**src/rtl/vga_pkg.sv**
```systemverilog
// Shared VGA raster constants (default 640x480@60Hz timing) and colour type.
// Renderers import this package for COORD_W and the screen-centre constants.
package vga_pkg;

  localparam int COORD_W = 10;

  localparam int VGA_H_ACTIVE = 640;
  localparam int VGA_H_FP     = 16;
  localparam int VGA_H_SYNC   = 96;
  localparam int VGA_H_BP     = 48;

  localparam int VGA_V_ACTIVE = 480;
  localparam int VGA_V_FP     = 10;
  localparam int VGA_V_SYNC   = 2;
  localparam int VGA_V_BP     = 33;

  localparam int H_TOTAL = VGA_H_ACTIVE + VGA_H_FP + VGA_H_SYNC + VGA_H_BP;
  localparam int V_TOTAL = VGA_V_ACTIVE + VGA_V_FP + VGA_V_SYNC + VGA_V_BP;

  localparam int SCREEN_CX = VGA_H_ACTIVE / 2;
  localparam int SCREEN_CY = VGA_V_ACTIVE / 2;

  localparam int   VGA_CLK_DIV  = 2;
  localparam logic VGA_SYNC_POL = 1'b0;

  typedef struct packed {
    logic [7:0] r;
    logic [7:0] g;
    logic [7:0] b;
  } rgb_t;

endpackage

```
**src/rtl/vga_timing_gen_if.sv**
```systemverilog
// Raster bus: coordinates/strobes out to renderers, colour back in, and the DAC/connector pins.
// master = timing generator, slave = renderer/DAC side.
interface vga_timing_gen_if;
  import vga_pkg::*;

  logic [COORD_W-1:0] x_pos;
  logic [COORD_W-1:0] y_pos;
  logic               pix_en;
  logic               frame_start;
  logic [23:0]        rgb_in;
  logic               vga_hs;
  logic               vga_vs;
  logic [7:0]         vga_r;
  logic [7:0]         vga_g;
  logic [7:0]         vga_b;
  logic               vga_blank_n;
  logic               vga_clk;

  modport master (
    input  rgb_in,
    output x_pos, y_pos, pix_en, frame_start,
    output vga_hs, vga_vs, vga_r, vga_g, vga_b, vga_blank_n, vga_clk
  );

  modport slave (
    output rgb_in,
    input  x_pos, y_pos, pix_en, frame_start,
    input  vga_hs, vga_vs, vga_r, vga_g, vga_b, vga_blank_n, vga_clk
  );

endinterface

```
**src/rtl/raster_axis_counter.sv**
```systemverilog
// One raster axis: wrapping position counter with active-region and sync-pulse decode.
// wrap is the combinational terminal count so the next axis can chain off it.
module raster_axis_counter
  import vga_pkg::*;
#(
  parameter int TOTAL      = 800,
  parameter int SYNC_START = 656,
  parameter int SYNC_LEN   = 96,
  parameter int ACTIVE     = 640
) (
  input  logic               clk,
  input  logic               rst_n,
  input  logic               en,
  input  logic               clr,
  output logic [COORD_W-1:0] count,
  output logic               active,
  output logic               sync_raw,
  output logic               wrap
);

  localparam logic [COORD_W-1:0] LAST       = COORD_W'(TOTAL - 1);
  localparam logic [COORD_W-1:0] ACT_END    = COORD_W'(ACTIVE);
  localparam logic [COORD_W-1:0] SYNC_FIRST = COORD_W'(SYNC_START);
  localparam logic [COORD_W-1:0] SYNC_END   = COORD_W'(SYNC_START + SYNC_LEN);

  logic [COORD_W-1:0] count_q, count_d;

  always_comb begin
    count_d = count_q;
    if (clr) begin
      count_d = '0;
    end else if (en) begin
      count_d = wrap ? '0 : count_q + 1'b1;
    end
  end

  always_ff @(posedge clk or negedge rst_n) begin
    if (!rst_n) begin
      count_q <= '0;
    end else begin
      count_q <= count_d;
    end
  end

  assign count    = count_q;
  assign wrap     = (count_q == LAST);
  assign active   = (count_q < ACT_END);
  assign sync_raw = (count_q >= SYNC_FIRST) && (count_q < SYNC_END);

endmodule

```
**src/rtl/vga_timing_gen.sv**
```systemverilog
// 640x480@60Hz raster generator: pixel divider, x/y counters, and a one-pixel output stage
// that registers renderer colour together with blank and syncs so all describe the same pixel.
module vga_timing_gen
  import vga_pkg::*;
#(
  parameter int   H_ACTIVE = VGA_H_ACTIVE,
  parameter int   H_FP     = VGA_H_FP,
  parameter int   H_SYNC   = VGA_H_SYNC,
  parameter int   H_BP     = VGA_H_BP,
  parameter int   V_ACTIVE = VGA_V_ACTIVE,
  parameter int   V_FP     = VGA_V_FP,
  parameter int   V_SYNC   = VGA_V_SYNC,
  parameter int   V_BP     = VGA_V_BP,
  parameter int   CLK_DIV  = VGA_CLK_DIV,
  parameter logic SYNC_POL = VGA_SYNC_POL
) (
  input  logic               clk,
  input  logic               rst_n,
  vga_timing_gen_if.master   bus
);

  localparam int H_TOT = H_ACTIVE + H_FP + H_SYNC + H_BP;
  localparam int V_TOT = V_ACTIVE + V_FP + V_SYNC + V_BP;
  localparam int DIV_W = (CLK_DIV > 1) ? $clog2(CLK_DIV) : 1;
  localparam logic [DIV_W-1:0] DIV_LAST = DIV_W'(CLK_DIV - 1);
  localparam logic [DIV_W-1:0] DIV_HALF = DIV_W'(CLK_DIV / 2);
  localparam logic SYNC_IDLE = ~SYNC_POL;

  if (H_TOT > 1024 || V_TOT > 1024) begin : g_total_too_large
    $error("vga_timing_gen: raster total exceeds the 10-bit coordinate range");
  end
  if (CLK_DIV < 1) begin : g_bad_clk_div
    $error("vga_timing_gen: CLK_DIV must be at least 1");
  end

  logic [DIV_W-1:0]   div_q, div_d;
  logic               pix_en_q, pix_en_d;
  logic               frame_start_q, frame_start_d;
  rgb_t               rgb_q, rgb_d;
  logic               blank_n_q, blank_n_d;
  logic               hs_q, hs_d;
  logic               vs_q, vs_d;
  logic               vga_clk_q, vga_clk_d;
  logic               pix_active;

  logic [COORD_W-1:0] h_count, v_count;
  logic               h_active, v_active, hs_raw, vs_raw, h_wrap, v_wrap;

  raster_axis_counter #(
    .TOTAL(H_TOT), .SYNC_START(H_ACTIVE + H_FP), .SYNC_LEN(H_SYNC), .ACTIVE(H_ACTIVE)
  ) u_h_axis (
    .clk(clk), .rst_n(rst_n), .en(pix_en_q), .clr(1'b0),
    .count(h_count), .active(h_active), .sync_raw(hs_raw), .wrap(h_wrap)
  );

  raster_axis_counter #(
    .TOTAL(V_TOT), .SYNC_START(V_ACTIVE + V_FP), .SYNC_LEN(V_SYNC), .ACTIVE(V_ACTIVE)
  ) u_v_axis (
    .clk(clk), .rst_n(rst_n), .en(pix_en_q && h_wrap), .clr(1'b0),
    .count(v_count), .active(v_active), .sync_raw(vs_raw), .wrap(v_wrap)
  );

  // The pixel period starts on the clk after pix_en; vga_clk rises once half of it has elapsed.
  always_comb begin
    div_d         = (div_q == DIV_LAST) ? '0 : div_q + 1'b1;
    pix_en_d      = (div_q == DIV_LAST);
    vga_clk_d     = (CLK_DIV > 1) && (div_q >= DIV_HALF);
    frame_start_d = pix_en_q && h_wrap && v_wrap;
    pix_active    = h_active && v_active;
    rgb_d         = rgb_q;
    blank_n_d     = blank_n_q;
    hs_d          = hs_q;
    vs_d          = vs_q;
    if (pix_en_q) begin
      rgb_d     = pix_active ? rgb_t'(bus.rgb_in) : '0;
      blank_n_d = pix_active;
      hs_d      = hs_raw ? SYNC_POL : SYNC_IDLE;
      vs_d      = vs_raw ? SYNC_POL : SYNC_IDLE;
    end
  end

  always_ff @(posedge clk or negedge rst_n) begin
    if (!rst_n) begin
      div_q         <= '0;
      pix_en_q      <= 1'b0;
      frame_start_q <= 1'b0;
      rgb_q         <= '0;
      blank_n_q     <= 1'b0;
      hs_q          <= SYNC_IDLE;
      vs_q          <= SYNC_IDLE;
      vga_clk_q     <= 1'b0;
    end else begin
      div_q         <= div_d;
      pix_en_q      <= pix_en_d;
      frame_start_q <= frame_start_d;
      rgb_q         <= rgb_d;
      blank_n_q     <= blank_n_d;
      hs_q          <= hs_d;
      vs_q          <= vs_d;
      vga_clk_q     <= vga_clk_d;
    end
  end

  assign bus.x_pos       = h_count;
  assign bus.y_pos       = v_count;
  assign bus.pix_en      = pix_en_q;
  assign bus.frame_start = frame_start_q;
  assign bus.vga_r       = rgb_q.r;
  assign bus.vga_g       = rgb_q.g;
  assign bus.vga_b       = rgb_q.b;
  assign bus.vga_blank_n = blank_n_q;
  assign bus.vga_hs      = hs_q;
  assign bus.vga_vs      = vs_q;
  assign bus.vga_clk     = vga_clk_q;

endmodule

```
**src/flat_wrapper.sv**
```systemverilog
// flat-port wrapper written by rule: the top's interface ports become plain ports
module vga_timing_gen_flat import vga_pkg::*;
#(
  parameter int   H_ACTIVE = VGA_H_ACTIVE,
  parameter int   H_FP     = VGA_H_FP,
  parameter int   H_SYNC   = VGA_H_SYNC,
  parameter int   H_BP     = VGA_H_BP,
  parameter int   V_ACTIVE = VGA_V_ACTIVE,
  parameter int   V_FP     = VGA_V_FP,
  parameter int   V_SYNC   = VGA_V_SYNC,
  parameter int   V_BP     = VGA_V_BP,
  parameter int   CLK_DIV  = VGA_CLK_DIV,
  parameter logic SYNC_POL = VGA_SYNC_POL
)
  (clk, rst_n, bus_rgb_in, bus_x_pos, bus_y_pos, bus_pix_en, bus_frame_start, bus_vga_hs, bus_vga_vs, bus_vga_r, bus_vga_g, bus_vga_b, bus_vga_blank_n, bus_vga_clk);
  vga_timing_gen_if bus_i ();
  input  logic clk;
  input  logic rst_n;
  input wire logic [$bits(bus_i.rgb_in)-1:0] bus_rgb_in;
  output wire logic [$bits(bus_i.x_pos)-1:0] bus_x_pos;
  output wire logic [$bits(bus_i.y_pos)-1:0] bus_y_pos;
  output wire logic [$bits(bus_i.pix_en)-1:0] bus_pix_en;
  output wire logic [$bits(bus_i.frame_start)-1:0] bus_frame_start;
  output wire logic [$bits(bus_i.vga_hs)-1:0] bus_vga_hs;
  output wire logic [$bits(bus_i.vga_vs)-1:0] bus_vga_vs;
  output wire logic [$bits(bus_i.vga_r)-1:0] bus_vga_r;
  output wire logic [$bits(bus_i.vga_g)-1:0] bus_vga_g;
  output wire logic [$bits(bus_i.vga_b)-1:0] bus_vga_b;
  output wire logic [$bits(bus_i.vga_blank_n)-1:0] bus_vga_blank_n;
  output wire logic [$bits(bus_i.vga_clk)-1:0] bus_vga_clk;
  assign bus_i.rgb_in = bus_rgb_in;
  assign bus_x_pos = bus_i.x_pos;
  assign bus_y_pos = bus_i.y_pos;
  assign bus_pix_en = bus_i.pix_en;
  assign bus_frame_start = bus_i.frame_start;
  assign bus_vga_hs = bus_i.vga_hs;
  assign bus_vga_vs = bus_i.vga_vs;
  assign bus_vga_r = bus_i.vga_r;
  assign bus_vga_g = bus_i.vga_g;
  assign bus_vga_b = bus_i.vga_b;
  assign bus_vga_blank_n = bus_i.vga_blank_n;
  assign bus_vga_clk = bus_i.vga_clk;
  vga_timing_gen #(.H_ACTIVE(H_ACTIVE), .H_FP(H_FP), .H_SYNC(H_SYNC), .H_BP(H_BP), .V_ACTIVE(V_ACTIVE), .V_FP(V_FP), .V_SYNC(V_SYNC), .V_BP(V_BP), .CLK_DIV(CLK_DIV), .SYNC_POL(SYNC_POL)) u_core (.clk(clk), .rst_n(rst_n), .bus(bus_i));
endmodule
```
**config.mk**
```make
export PLATFORM = sky130hd
export DESIGN_NAME = vga_timing_gen_flat
export DESIGN_NICKNAME = d
export VERILOG_FILES = /design/src/rtl/vga_pkg.sv /design/src/rtl/vga_timing_gen_if.sv /design/src/rtl/raster_axis_counter.sv /design/src/rtl/vga_timing_gen.sv /design/src/flat_wrapper.sv
export SDC_FILE = /design/constraint.sdc
export NUM_CORES = 1
export LEC_CHECK = 0
export CORE_MARGIN = 2
export CORE_UTILIZATION = 45
export DETAILED_ROUTE_END_ITERATION = 8
export PLACE_DENSITY = 0.8
export SETUP_SLACK_MARGIN = 0.05
export SYNTH_ARGS = -nofsm -noshare
export SYNTH_HDL_FRONTEND = slang
export SYNTH_SLANG_ARGS = --single-unit
```
**constraint.sdc**
```tcl
create_clock -name clk -period 2.5 [get_ports clk]
set_input_delay 0.25 -clock clk [delete_from_list [all_inputs] [get_ports clk]]
set_output_delay 0.25 -clock clk [all_outputs]
set_load 0.05 [all_outputs]
```
After elaboration in Yosys (flattened, before gate mapping):

Index checks and enable logic that the tools add are counted.

* register bits after elaboration: 51
* bits of input ports: 26
* output and inout bits: 50
* word-level logic and storage cells: 35

* add/sub/neg operators: 3
* $lt $le $gt $ge: 7
* equal/unequal tests: 2
* muxes and demuxes: 6
* reductions and logical operators: 5

Operators by type and width (count)
* 24-bit 2-to-1 mux: 1
* 10-bit by 1-bit adder with 10-bit output, second input constant: 2
* 10-bit == test, second input constant: 2
* 10-bit less-than comparator, second input constant: 2
* 10-bit by 9-bit less-than comparator with 1-bit output, second input constant: 2
* 10-bit 2-to-1 mux: 2
* 10-bit greater-or-equal comparator, second input constant: 1
* 10-bit by 9-bit greater-or-equal comparator with 1-bit output, second input constant: 1
* 1-bit logical AND: 5
* 1-bit 2-to-1 mux: 3
* 1-bit adder, second input constant: 1
* 1-bit greater-or-equal comparator, second input constant: 1

Depth between registers and ports, before layout:

Gate-level depths: netlist of the first run.

* depth after elaboration: 3
* mapped depth: 6
* gate-level depth less buffers: 6

Hierarchy:

From an unflattened synthesis of the first run, not the netlist that was laid out.

* cell total of the unflattened synthesis: 253
* area total of the unflattened synthesis: 2615.0 um2

By module, submodules not included
* vga_timing_gen: times used 1, cells an instance 123, area each 1398.8 um2, seq. area each 753.2 um2
* raster_axis_counter (u_core.u_h_axis): times used 1, cells an instance 67, area each 634.4 um2, seq. area each 250.2 um2
* raster_axis_counter (u_core.u_v_axis): times used 1, cells an instance 63, area each 581.8 um2, seq. area each 250.2 um2

Worst setup path after synthesis of the first run:

OpenSTA, ideal clock, no wires.

* kind: register to register
* start: register u_core.u_h_axis.count_q[0] (netlist: u_core.u_h_axis.count[0])
* end: register u_core.u_v_axis.count_q[4] (netlist: u_core.u_v_axis.count[4])
* library setup time: 0.068 ns
* arrival: 2.054 ns
* data required time: 2.432 ns
* setup slack: 0.378 ns
* stages on the path, launching flop included: 6
* path buffers: 0
* period minus slack after synthesis: 2.122 ns
* path through: dfrtp_1 ha_1 nand4b_1 or3_4 or4_1 nand2_1

* cells in the longest elaborated chain, start to end: 2

Ends and longest elaborated chain
* start: declaration: line raster_axis_counter.sv:26 `logic [COORD_W-1:0] count_q, count_d;`
* start signal: assignment: line raster_axis_counter.sv:41 `count_q <= count_d;`
* 10-bit == test: line raster_axis_counter.sv:46 `assign wrap = (count_q == LAST);`
* 1-bit logical AND: line vga_timing_gen.sv:59 `.clk(clk), .rst_n(rst_n), .en(pix_en_q && h_wrap), .clr(1'b0),`
* end signal: assignment: line raster_axis_counter.sv:41
* end: declaration: line raster_axis_counter.sv:26

Every way passes these cells.
A chain may end at the register's enable or synchronous reset.

==> results of run 1 <==
## layout make-up
type | instances | area share
inverter | 8 | 0.00974
clock inverter | 3 | 0.0146
timing repair buffer | 78 | 0.249
clock buffer | 5 | 0.0223
sequential | 50 | 0.406
tap | 54 | 0.0219
multi-input combinational | 118 | 0.276
## through the flow
stage	cell area [um2]	setup slack (ns)	std cells	utilization	hold WS [ns]
floorplan	2160	0.378	183	-	-0.0456
global placement	2970	0.644	308	0.637	0.362
detailed placement	2970	0.564	308	0.637	0.367
CTS	3080	0.381	316	0.662	0.0734
global route	3080	0.272	316	0.662	0.114
finish	3080	0.387	316	0.662	0.0411
## path summary, 6_finish.rpt
kind / startpoint / slack, ns / cells past startpoint / to
hold reg to reg: u_core.div_q / 0.39 / 0 / u_core.bus.pix_en
setup / recovery: u_core.bus.pix_en / 0.39 / 1 / bus_vga_clk
hold / removal: rst_n / 0.04 / 1 / u_core.u_v_axis.count[7]
min in group clk: u_core.div_q / 0.39 / 0 / u_core.bus.pix_en
setup reg to reg: u_core.u_h_axis.count[0] / 0.54 / 5 / u_core.u_v_axis.count[2]
max in group asynchronous: rst_n / 1.78 / 2 / u_core.bus.vga_b[3]
## power by group through the flow
stage	combinational, uW	clock (uW)	sequential (uW)
floorplan	19.0	0	925
CTS	189	577	840
finish	187	569	840
global placement	187	0	855
detailed placement	190	0	854
global route	198	606	842
## synthesized netlist by cell type, types with 4 or more instances
cell type,instances,area [um2]
nor2_1,12,45.0
nand4_1,8,50.1
o21ai_0,7,35.0
inv_1,7,26.3
xor2_1,4,35.0
xnor2_1,5,43.8
dfrtp_1,48,1200
nand2_1,6,22.5
a21o_1,5,37.5
a22o_1,24,210
clkbuf_1,4,15.0
ha_1,4,50.1
nand3_1,10,50.1
## cells by family after synthesis
kind of cell    synth area share
simple gates               0.172
flops                      0.581
compound gates             0.148
buf+inv                   0.0290
xor+xnor                  0.0365
fa+ha+maj                 0.0232
mux                       0.0104
## flip-flops by register name (all words and copies together), names as in the netlist
register and flops:
u_core.bus.frame_start 1, u_core.bus.vga_b 8, u_core.bus.vga_g 8, u_core.bus.vga_blank_n 1, u_core.bus.vga_vs 1, u_core.u_v_axis.count 10, u_core.bus.vga_hs 1, u_core.u_h_axis.count 10
u_core.bus.vga_r 8, u_core.div_q 1, u_core.bus.pix_en 1
## metal layers
layer	vias up	routed length, um	part of all wire	track usage
met1	832	2150	0.45	0.261
met4	0	15	0.0031	0.0679
met2	85	2180	0.45	0.264
met5	-	0	0	0
met3	2	484	0.10	0.0782
li1	830	-	-	-
==> impl_metrics.py, run 1 <==
metrics = {
    "status": {
        "outcome": "complete, no violations",
    },
    "final_layout": {
        "final_common_cell": "clkdlybuf4s50_1",
        "regArea_um2": 1250,
        "nets": 291,
        "layout_common_cells": "74 x clkdlybuf4s50_1, 48 x dfrtp_1, 24 x a22o_1, 12 x nor2_1, 10 x nand3_1",
        "antenna_cells": 0,
        "num-fill-cells": 334,
        "multi_input_area_um2": 851,
        "area_delta_synth_final_pct": 42.9,
        "drive_above_1_share": 0.0840,
    },
    "detailed_routing": {
        "avgViaCountPerCell": 5.53,
        "ant_nets": 0,
        "drt-initial-drc-count": 158,
        "via_count": 1749,
        "wl_um": 4830,
        "drtPass1Iterations": 4,
        "wl_per_cell_um": 15.3,
        "drc": 0,
    },
    "sta": {
        "hold_viol": 0,
        "period_minus_slack_ns": 2.11,
        "slew_violations": 0,
        "relSlewSlack": 0.445,
        "worst_pin_slew_ns": 0.832,
        "setup_viol": 0,
        "fmax_mhz": 473,
        "fin_crit_sh": 0.845,
        "rsz0062_at_grt": "false",
        "clock_skew_ns": 0.00794,
        "finalSetupTns_ns": 0,
    },
    "power_and_ir_drop": {
        "power.density_nw_per_um2": 517,
        "p_comb_frac": 0.117,
        "power.internal_uw": 1210,
        "clkPwrFrac": 0.357,
        "swShare": 0.243,
        "p_sw_uw": 387,
        "p_leak_uw": 0.00130,
        "total_power_uw": 1600,
        "max-vdd-ir-drop_uv": 434,
        "seq_power_share": 0.526,
    },
    "global_route": {
        "grt_start_max_net_pins": 40,
        "track_usage": 0.188,
        "grt-ovfl-total": 0,
        "antenna_found_initial": 0,
        "grt_pass1_vias": 1693,
        "grt_pass1_wl_um": 7790,
    },
    "setup_path": {
        "critPathBufInv": 1,
        "critical_path.top_delay_family": "buffers and inverters",
        "start_kind": "flip-flop",
        "critical_path_required_ns": 2.25,
        "crit_slowest_cell": "clkdlybuf4s50_1",
        "cpPeakStageDelay_ns": 0.92,
        "end_kind": "primary output",
        "arrival_ns": 1.86,
        "critical_path_peak_fanout": 16,
        "worstSetupPathType": "reg -> out",
        "crit_chain": "clkdlybuf4s50_1",
    },
    "run": {
        "drv_cap": 0,
    },
    "synthesis": {
        "synth_nets": 213,
        "syn_inst": 183,
        "synth_ff_type": "dfrtp_1",
        "ys_ff_latch": 50,
        "ys_async_sr_fraction": 1.00,
        "avgSynthCellArea_um2": 11.8,
        "yosysSeqAreaShare": 0.581,
        "ys_types": 39,
        "yosysWarnings": 0,
        "synth_edf_count": 0,
        "synth_area_um2": 2160,
    },
    "clock_network": {
        "cts_setup_buffers": 0,
        "clock_sinks": 50,
        "cts_hold_buffers": 0,
        "ctsHtreeMaxLevel": 2,
        "clk_path_buf_depth": 2,
        "clk_latency_ns": 0.31,
        "numCtsBuffers": 5,
        "cts_tree": "built",
        "clk_pin_slew_ns": 0.09,
        "cts_resized": 0,
        "clock-root-buffer": "clkbuf_8",
    },
    "placed_design": {
        "place.gp.congestion": 0.876,
        "hpwl_um": 3440,
        "portBuffers": 75,
    },
    "die": {
        "num_io_pins": 76,
        "fp.dieH_um": 73.3,
        "die_area_um2": 5370,
        "start_util": 0.463,
        "core-area_um2": 4660,
        "rows": 25,
        "die_w_um": 73.3,
    },
    "hold_path": {
        "min_path_type": "in -> async",
    },
}
No activity file was read; power rests on OpenSTA's default activity.
==> run 2: changes to the inputs <==
--- a/config.mk
+++ b/config.mk
@@ -6,9 +6,9 @@
 export NUM_CORES = 1
 export LEC_CHECK = 0
 export CORE_MARGIN = 2
-export CORE_UTILIZATION = 45
+export CORE_UTILIZATION = 40
 export DETAILED_ROUTE_END_ITERATION = 8
-export PLACE_DENSITY = 0.8
+export PLACE_DENSITY = 0.75
 export SETUP_SLACK_MARGIN = 0.05
 export SYNTH_ARGS = -nofsm -noshare
 export SYNTH_HDL_FRONTEND = slang
==> constraint.sdc (replaced) <==
create_clock -name clk -period 1.8 [get_ports clk]
set_input_delay 0.18 -clock clk [delete_from_list [all_inputs] [get_ports clk]]
set_output_delay 0.18 -clock clk [all_outputs]
set_load 0.05 [all_outputs]
==> run 2 against run 1 <==
  * Sequential power is 39% higher
  * Register-to-register slack lost 0.44 ns
  * Via count is 2.5% higher
  * Critical path depth is the same
  * Largest cell class unchanged
  * Highest routed layer unchanged
==> impl_metrics.py, run 2 (same netlist as run 1, synthesis figures left out) <==
metrics = {
    "global_route": {
        "antenna_found_initial": 0,
        "grt_pass1_wl_um": 8580,
        "grt-ovfl-total": 0,
        "grt_start_max_net_pins": 27,
        "grt_pass1_vias": 1780,
        "track_usage": 0.179,
    },
    "placed_design": {
        "hpwl_um": 3710,
        "place.gp.congestion": 0.832,
        "portBuffers": 75,
        "numPlacedInstances": 334,
    },
    "sta": {
        "setup_viol": 0,
        "rsz0062_at_grt": "true",
        "fmax_mhz": 589,
        "worst_pin_slew_ns": 0.515,
        "fin_crit_sh": 0.944,
        "relSlewSlack": 0.656,
        "hold_viol": 0,
        "clock_skew_ns": 0.00657,
        "hold_ws_ns": 0.368,
        "slew_violations": 0,
        "period_minus_slack_ns": 1.70,
    },
    "final_layout": {
        "drive_above_1_share": 0.237,
        "nets": 303,
        "regArea_um2": 1270,
        "area_delta_synth_final_pct": 50.1,
        "multi_input_area_um2": 903,
        "final_common_cell": "clkdlybuf4s50_1",
        "antenna_cells": 0,
        "layout_common_cells": "52 x clkdlybuf4s50_1, 35 x dfrtp_1, 27 x buf_4, 24 x a22o_1, 13 x dfrtp_2",
        "num-fill-cells": 423,
        "instances_no_fill": 344,
    },
    "clock_network": {
        "clk_path_buf_depth": 2,
        "clk_latency_ns": 0.30,
        "cts_tree": "built",
        "clock_sinks": 50,
        "numCtsBuffers": 5,
        "ctsHtreeMaxLevel": 2,
        "clock-root-buffer": "clkbuf_8",
        "clk_pin_slew_ns": 0.09,
    },
    "power_and_ir_drop": {
        "swShare": 0.237,
        "p_sw_uw": 524,
        "p_leak_uw": 0.00146,
        "seq_power_share": 0.529,
        "max-vdd-ir-drop_uv": 368,
        "power.density_nw_per_um2": 681,
        "clkPwrFrac": 0.352,
        "p_comb_frac": 0.120,
        "power.internal_uw": 1680,
    },
    "die": {
        "core-area_um2": 5170,
        "die_w_um": 77.5,
        "rows": 26,
        "die_area_um2": 6000,
        "num_io_pins": 76,
        "start_util": 0.417,
        "fp.dieH_um": 77.5,
    },
    "detailed_routing": {
        "drtPass1Iterations": 4,
        "avgViaCountPerCell": 5.21,
        "wl_per_cell_um": 15.4,
        "drc": 0,
        "wl_um": 5300,
        "drt-initial-drc-count": 164,
        "ant_nets": 0,
        "via_count": 1792,
    },
    "setup_path": {
        "arrival_ns": 1.52,
        "start_kind": "flip-flop",
        "critical_path.top_delay_family": "buffers and inverters",
        "worstSetupPathType": "reg -> out",
        "end_kind": "primary output",
        "cpPeakStageDelay_ns": 0.82,
        "critPathBufInv": 1,
        "critical_path_required_ns": 1.62,
        "critical_path_peak_fanout": 5,
        "crit_slowest_cell": "clkdlybuf4s50_1",
        "crit_chain": "clkdlybuf4s50_1",
    },
    "run": {
        "drv_cap": 0,
    },
    "status": {
        "outcome": "complete, no violations",
    },
    "hold_path": {
        "min_path_type": "in -> async",
    },
}
[run 2: per-layer routing]
metal,up-vias,GRT usage,part of all wire
li1,856,-,-
met1,862,0.247,0.46
met2,68,0.271,0.46
met3,6,0.0547,0.064
met4,0,0.0554,0.0098
met5,-,0,0
[run 2: final timing paths]
check                                              start                       end  slack (ns)  depth (start not counted)
worst max register to register  u_core.u_h_axis.count[5]  u_core.u_v_axis.count[4]        0.10                          4
worst min register to register              u_core.div_q         u_core.bus.pix_en        0.39                          0
worst min-delay path                               rst_n    u_core.bus.frame_start        0.37                          2
min in group clk                            u_core.div_q         u_core.bus.pix_en        0.39                          0
max in group asynchronous                          rst_n         u_core.bus.vga_vs        0.73                          3
worst max-delay path            u_core.u_h_axis.count[9]              bus_x_pos[9]        0.10                          1
[run 2: cell type report]
| type | count | area share |
|---|---|---|
| Sequential cell | 50 | 0.392 |
| Multi-Input combinational cell | 118 | 0.279 |
| Timing Repair Buffer | 90 | 0.259 |
| Tap cell | 70 | 0.0270 |
| Clock buffer | 6 | 0.0224 |
| Clock inverter | 2 | 0.0116 |
| Inverter | 8 | 0.00927 |
[run 2: what timing repair did]
item | 4_1_cts | 5_1_grt
pin swaps | 0 | 2
setup buffers | 0 | 1
gates resized for setup | 7 | 7
setup endpoints to repair | 8 | 12
gates cloned | 0 | 0
hold buffers | 1 | 0
hold endpoints to repair | 19 | 0
[run 2: power by group through the flow]
stage	registers (uW)	clock network, uW	logic (uW)
final	1170	776	264
after CTS	1170	795	268
after detailed placement	1190	0	268
after floorplan	1280	0	26.3
after global routing	1170	846	279
after global placement	1190	0	263
[run 2: metrics by stage]
stage	worst slack, ns	power, uW	TNS, ns	cell area [um2]	utilization
after floorplan	-0.0451	1310	-0.0680	2210	-
after global routing	0.0258	2290	0	3240	0.627
final	0.102	2210	0	3240	0.627
after detailed placement	0.0711	1450	0	3080	0.596
after global placement	0.120	1450	0	3080	0.596
after CTS	0.0410	2230	0	3210	0.620
==> run 3: changes to the inputs <==
--- a/config.mk
+++ b/config.mk
@@ -9,6 +9,7 @@
 export CORE_UTILIZATION = 40
 export DETAILED_ROUTE_END_ITERATION = 8
 export PLACE_DENSITY = 0.75
+export REMOVE_ABC_BUFFERS = 1
 export SETUP_SLACK_MARGIN = 0.05
 export SYNTH_ARGS = -nofsm -noshare
 export SYNTH_HDL_FRONTEND = slang
==> run 3 against run 2 <==
  * Clock skew increased by 0.0025 ns
  * Sequential power about the same
  * Sequential cell count unchanged
  * Via count is 3.5% higher
  * Routed wire length decreased by 1.1%
  * Hold slack improved by 0.017 ns
  * Critical endpoint is now u_core.u_v_axis.count[4]
==> impl_metrics.py, run 3 (same netlist as run 1, synthesis figures left out) <==
metrics = {
    "status": {
        "outcome": "complete, no violations",
    },
    "sta": {
        "fin_crit_sh": 0.952,
        "clock_skew_ns": 0.00911,
        "finalSetupTns_ns": 0,
        "fmax_mhz": 583,
        "relSlewSlack": 0.589,
        "setup_viol": 0,
        "worst_pin_slew_ns": 0.617,
        "hold_viol": 0,
        "period_minus_slack_ns": 1.71,
        "slew_violations": 0,
        "rsz0062_at_grt": "true",
    },
    "clock_network": {
        "clock_sinks": 50,
        "clk_latency_ns": 0.30,
        "clk_path_buf_depth": 2,
        "cts_tree": "built",
        "ctsHtreeMaxLevel": 2,
        "clock-root-buffer": "clkbuf_8",
        "clk_pin_slew_ns": 0.09,
        "numCtsBuffers": 5,
    },
    "setup_path": {
        "r2r_end": "u_core.u_v_axis.count[4]",
        "worstSetupPathType": "reg -> reg",
        "r2r_start": "u_core.u_h_axis.count[6]",
        "rrSetupSlack_ns": 0.09,
        "cpPeakStageDelay_ns": 0.40,
        "critPathBufInv": 0,
        "end_kind": "flip-flop",
        "critical_path_peak_fanout": 5,
        "crit_chain": "or3b_4, or3_4, or4_1, nand2_1",
        "arrival_ns": 1.96,
        "cp_num_cells": 4,
        "crit_slowest_cell": "dfrtp_1",
        "critical_path.top_delay_family": "simple AND/OR/NAND/NOR gates",
        "critical_path_required_ns": 2.05,
        "ff2ff_path_depth": 4,
        "start_kind": "flip-flop",
    },
    "detailed_routing": {
        "ant_nets": 0,
        "avgViaCountPerCell": 5.22,
        "wl_per_cell_um": 14.8,
        "drc": 0,
        "drt-initial-drc-count": 101,
        "via_count": 1854,
        "wl_um": 5240,
        "drtPass1Iterations": 4,
    },
    "die": {
        "die_w_um": 77.5,
        "core-area_um2": 5170,
        "die_area_um2": 6000,
        "num_io_pins": 76,
        "start_util": 0.417,
        "fp.dieH_um": 77.5,
        "rows": 26,
    },
    "hold_path": {
        "min_to": "u_core.bus.pix_en",
        "worstHoldStart": "u_core.div_q",
        "min_path_cells": 0,
        "min_path_type": "reg -> reg",
    },
    "final_layout": {
        "area_delta_synth_final_pct": 51.4,
        "fin_area_um2": 3270,
        "final_common_cell": "clkdlybuf4s50_1",
        "drive_above_1_share": 0.235,
        "nets": 314,
        "antenna_cells": 0,
        "layout_common_cells": "50 x clkdlybuf4s50_1, 48 x dfrtp_1, 42 x buf_4, 24 x a22o_1, 12 x nor2_1",
    },
    "power_and_ir_drop": {
        "p_leak_uw": 0.00152,
        "max-vdd-ir-drop_uv": 456,
        "power.density_nw_per_um2": 682,
    },
    "global_route": {
        "track_usage": 0.178,
        "antenna_found_initial": 0,
        "grt_pass1_vias": 1753,
        "grt_pass1_wl_um": 8540,
        "grt-ovfl-total": 0,
        "grt_start_max_net_pins": 51,
    },
    "placed_design": {
        "place.gp.congestion": 0.772,
        "portBuffers": 75,
        "place_area_um2": 3110,
        "hpwl_um": 3690,
    },
    "run": {
        "drv_cap": 0,
    },
}
-- run 3: cell count changes in the layout (fill, tap and decap cells not counted), moves of 2 or more --
| cell | before | now |
|---|---|---|
| buf_4 | 27 | 42 |
| dfrtp_1 | 35 | 48 |
| dfrtp_2 | 13 | 0 |
| clkdlybuf4s50_1 | 52 | 50 |
| dlymetal6s2s_1 | 3 | 1 |
-- run 3: layout make-up --
cell class	instances	area, um2
Fill cell	430	1900
Sequential cell	50	1250
Inverter	8	30.0
Timing Repair Buffer	101	907
Clock inverter	3	43.8
Clock buffer	5	68.8
Tap cell	70	87.6
Multi-Input combinational cell	118	877
-- run 3: worst max path at each step --
stage / start / to
final: u_core.u_h_axis.count[6] / u_core.u_v_axis.count[4]
after floorplan: u_core.bus.pix_en / u_core.bus.vga_b[0]
after detailed placement: u_core.u_h_axis.count[1] / u_core.u_v_axis.count[6]
after CTS: u_core.u_h_axis.count[6] / u_core.u_v_axis.count[4]
after global routing: u_core.u_v_axis.count[1] / u_core.u_v_axis.count[9]
after global placement: u_core.u_h_axis.count[6] / u_core.u_v_axis.count[6]
-- run 3: per-layer routing --
metal | GRT usage | vias to the layer above | wire (um)
met5 | 0 | - | 0
li1 | - | 872 | -
met2 | 0.272 | 76 | 2370
met4 | 0.0429 | 0 | 36
met1 | 0.240 | 902 | 2370
met3 | 0.0698 | 4 | 463
-- run 3: what timing repair did --
action / in CTS / in global routing
cloned: 0 / 0
pin swaps: 0 / 5
hold endpoints to repair: 31 / 0
endpoints found under the setup margin: 7 / 9
gates resized for setup: 7 / 6
buffers inserted: 0 / 2
hold buffers: 1 / 0
-- run 3: where the power goes --
| part | internal [uW] | total [uW] | switching, uW |
|---|---|---|---|
| sequential | 1150 | 1170 | 16.0 |
| clock | 417 | 800 | 383 |
| combinational | 116 | 263 | 147 |
-- run 3: worst register-to-register path, stage by stage, from the launching register on --
cell	delay (ns)
dfrtp_1	0.40
or3b_4	0.40
or3_4	0.40
or4_1	0.40
nand2_1	0.07
-- run 3: stage by stage --
| step | util | instances | hold WS (ns) | setup WS, ns | power [uW] |
|---|---|---|---|---|---|
| floorplan | - | 176 | -0.116 | -1.24 | 1310 |
| global placement | 0.601 | 344 | 0.320 | 0.0878 | 1450 |
| detailed placement | 0.601 | 344 | 0.330 | 0.0515 | 1450 |
| CTS | 0.625 | 353 | 0.387 | 0.0503 | 2260 |
| global route | 0.632 | 355 | 0.410 | 0.0328 | 2320 |
| finish | 0.632 | 355 | 0.385 | 0.0855 | 2230 |
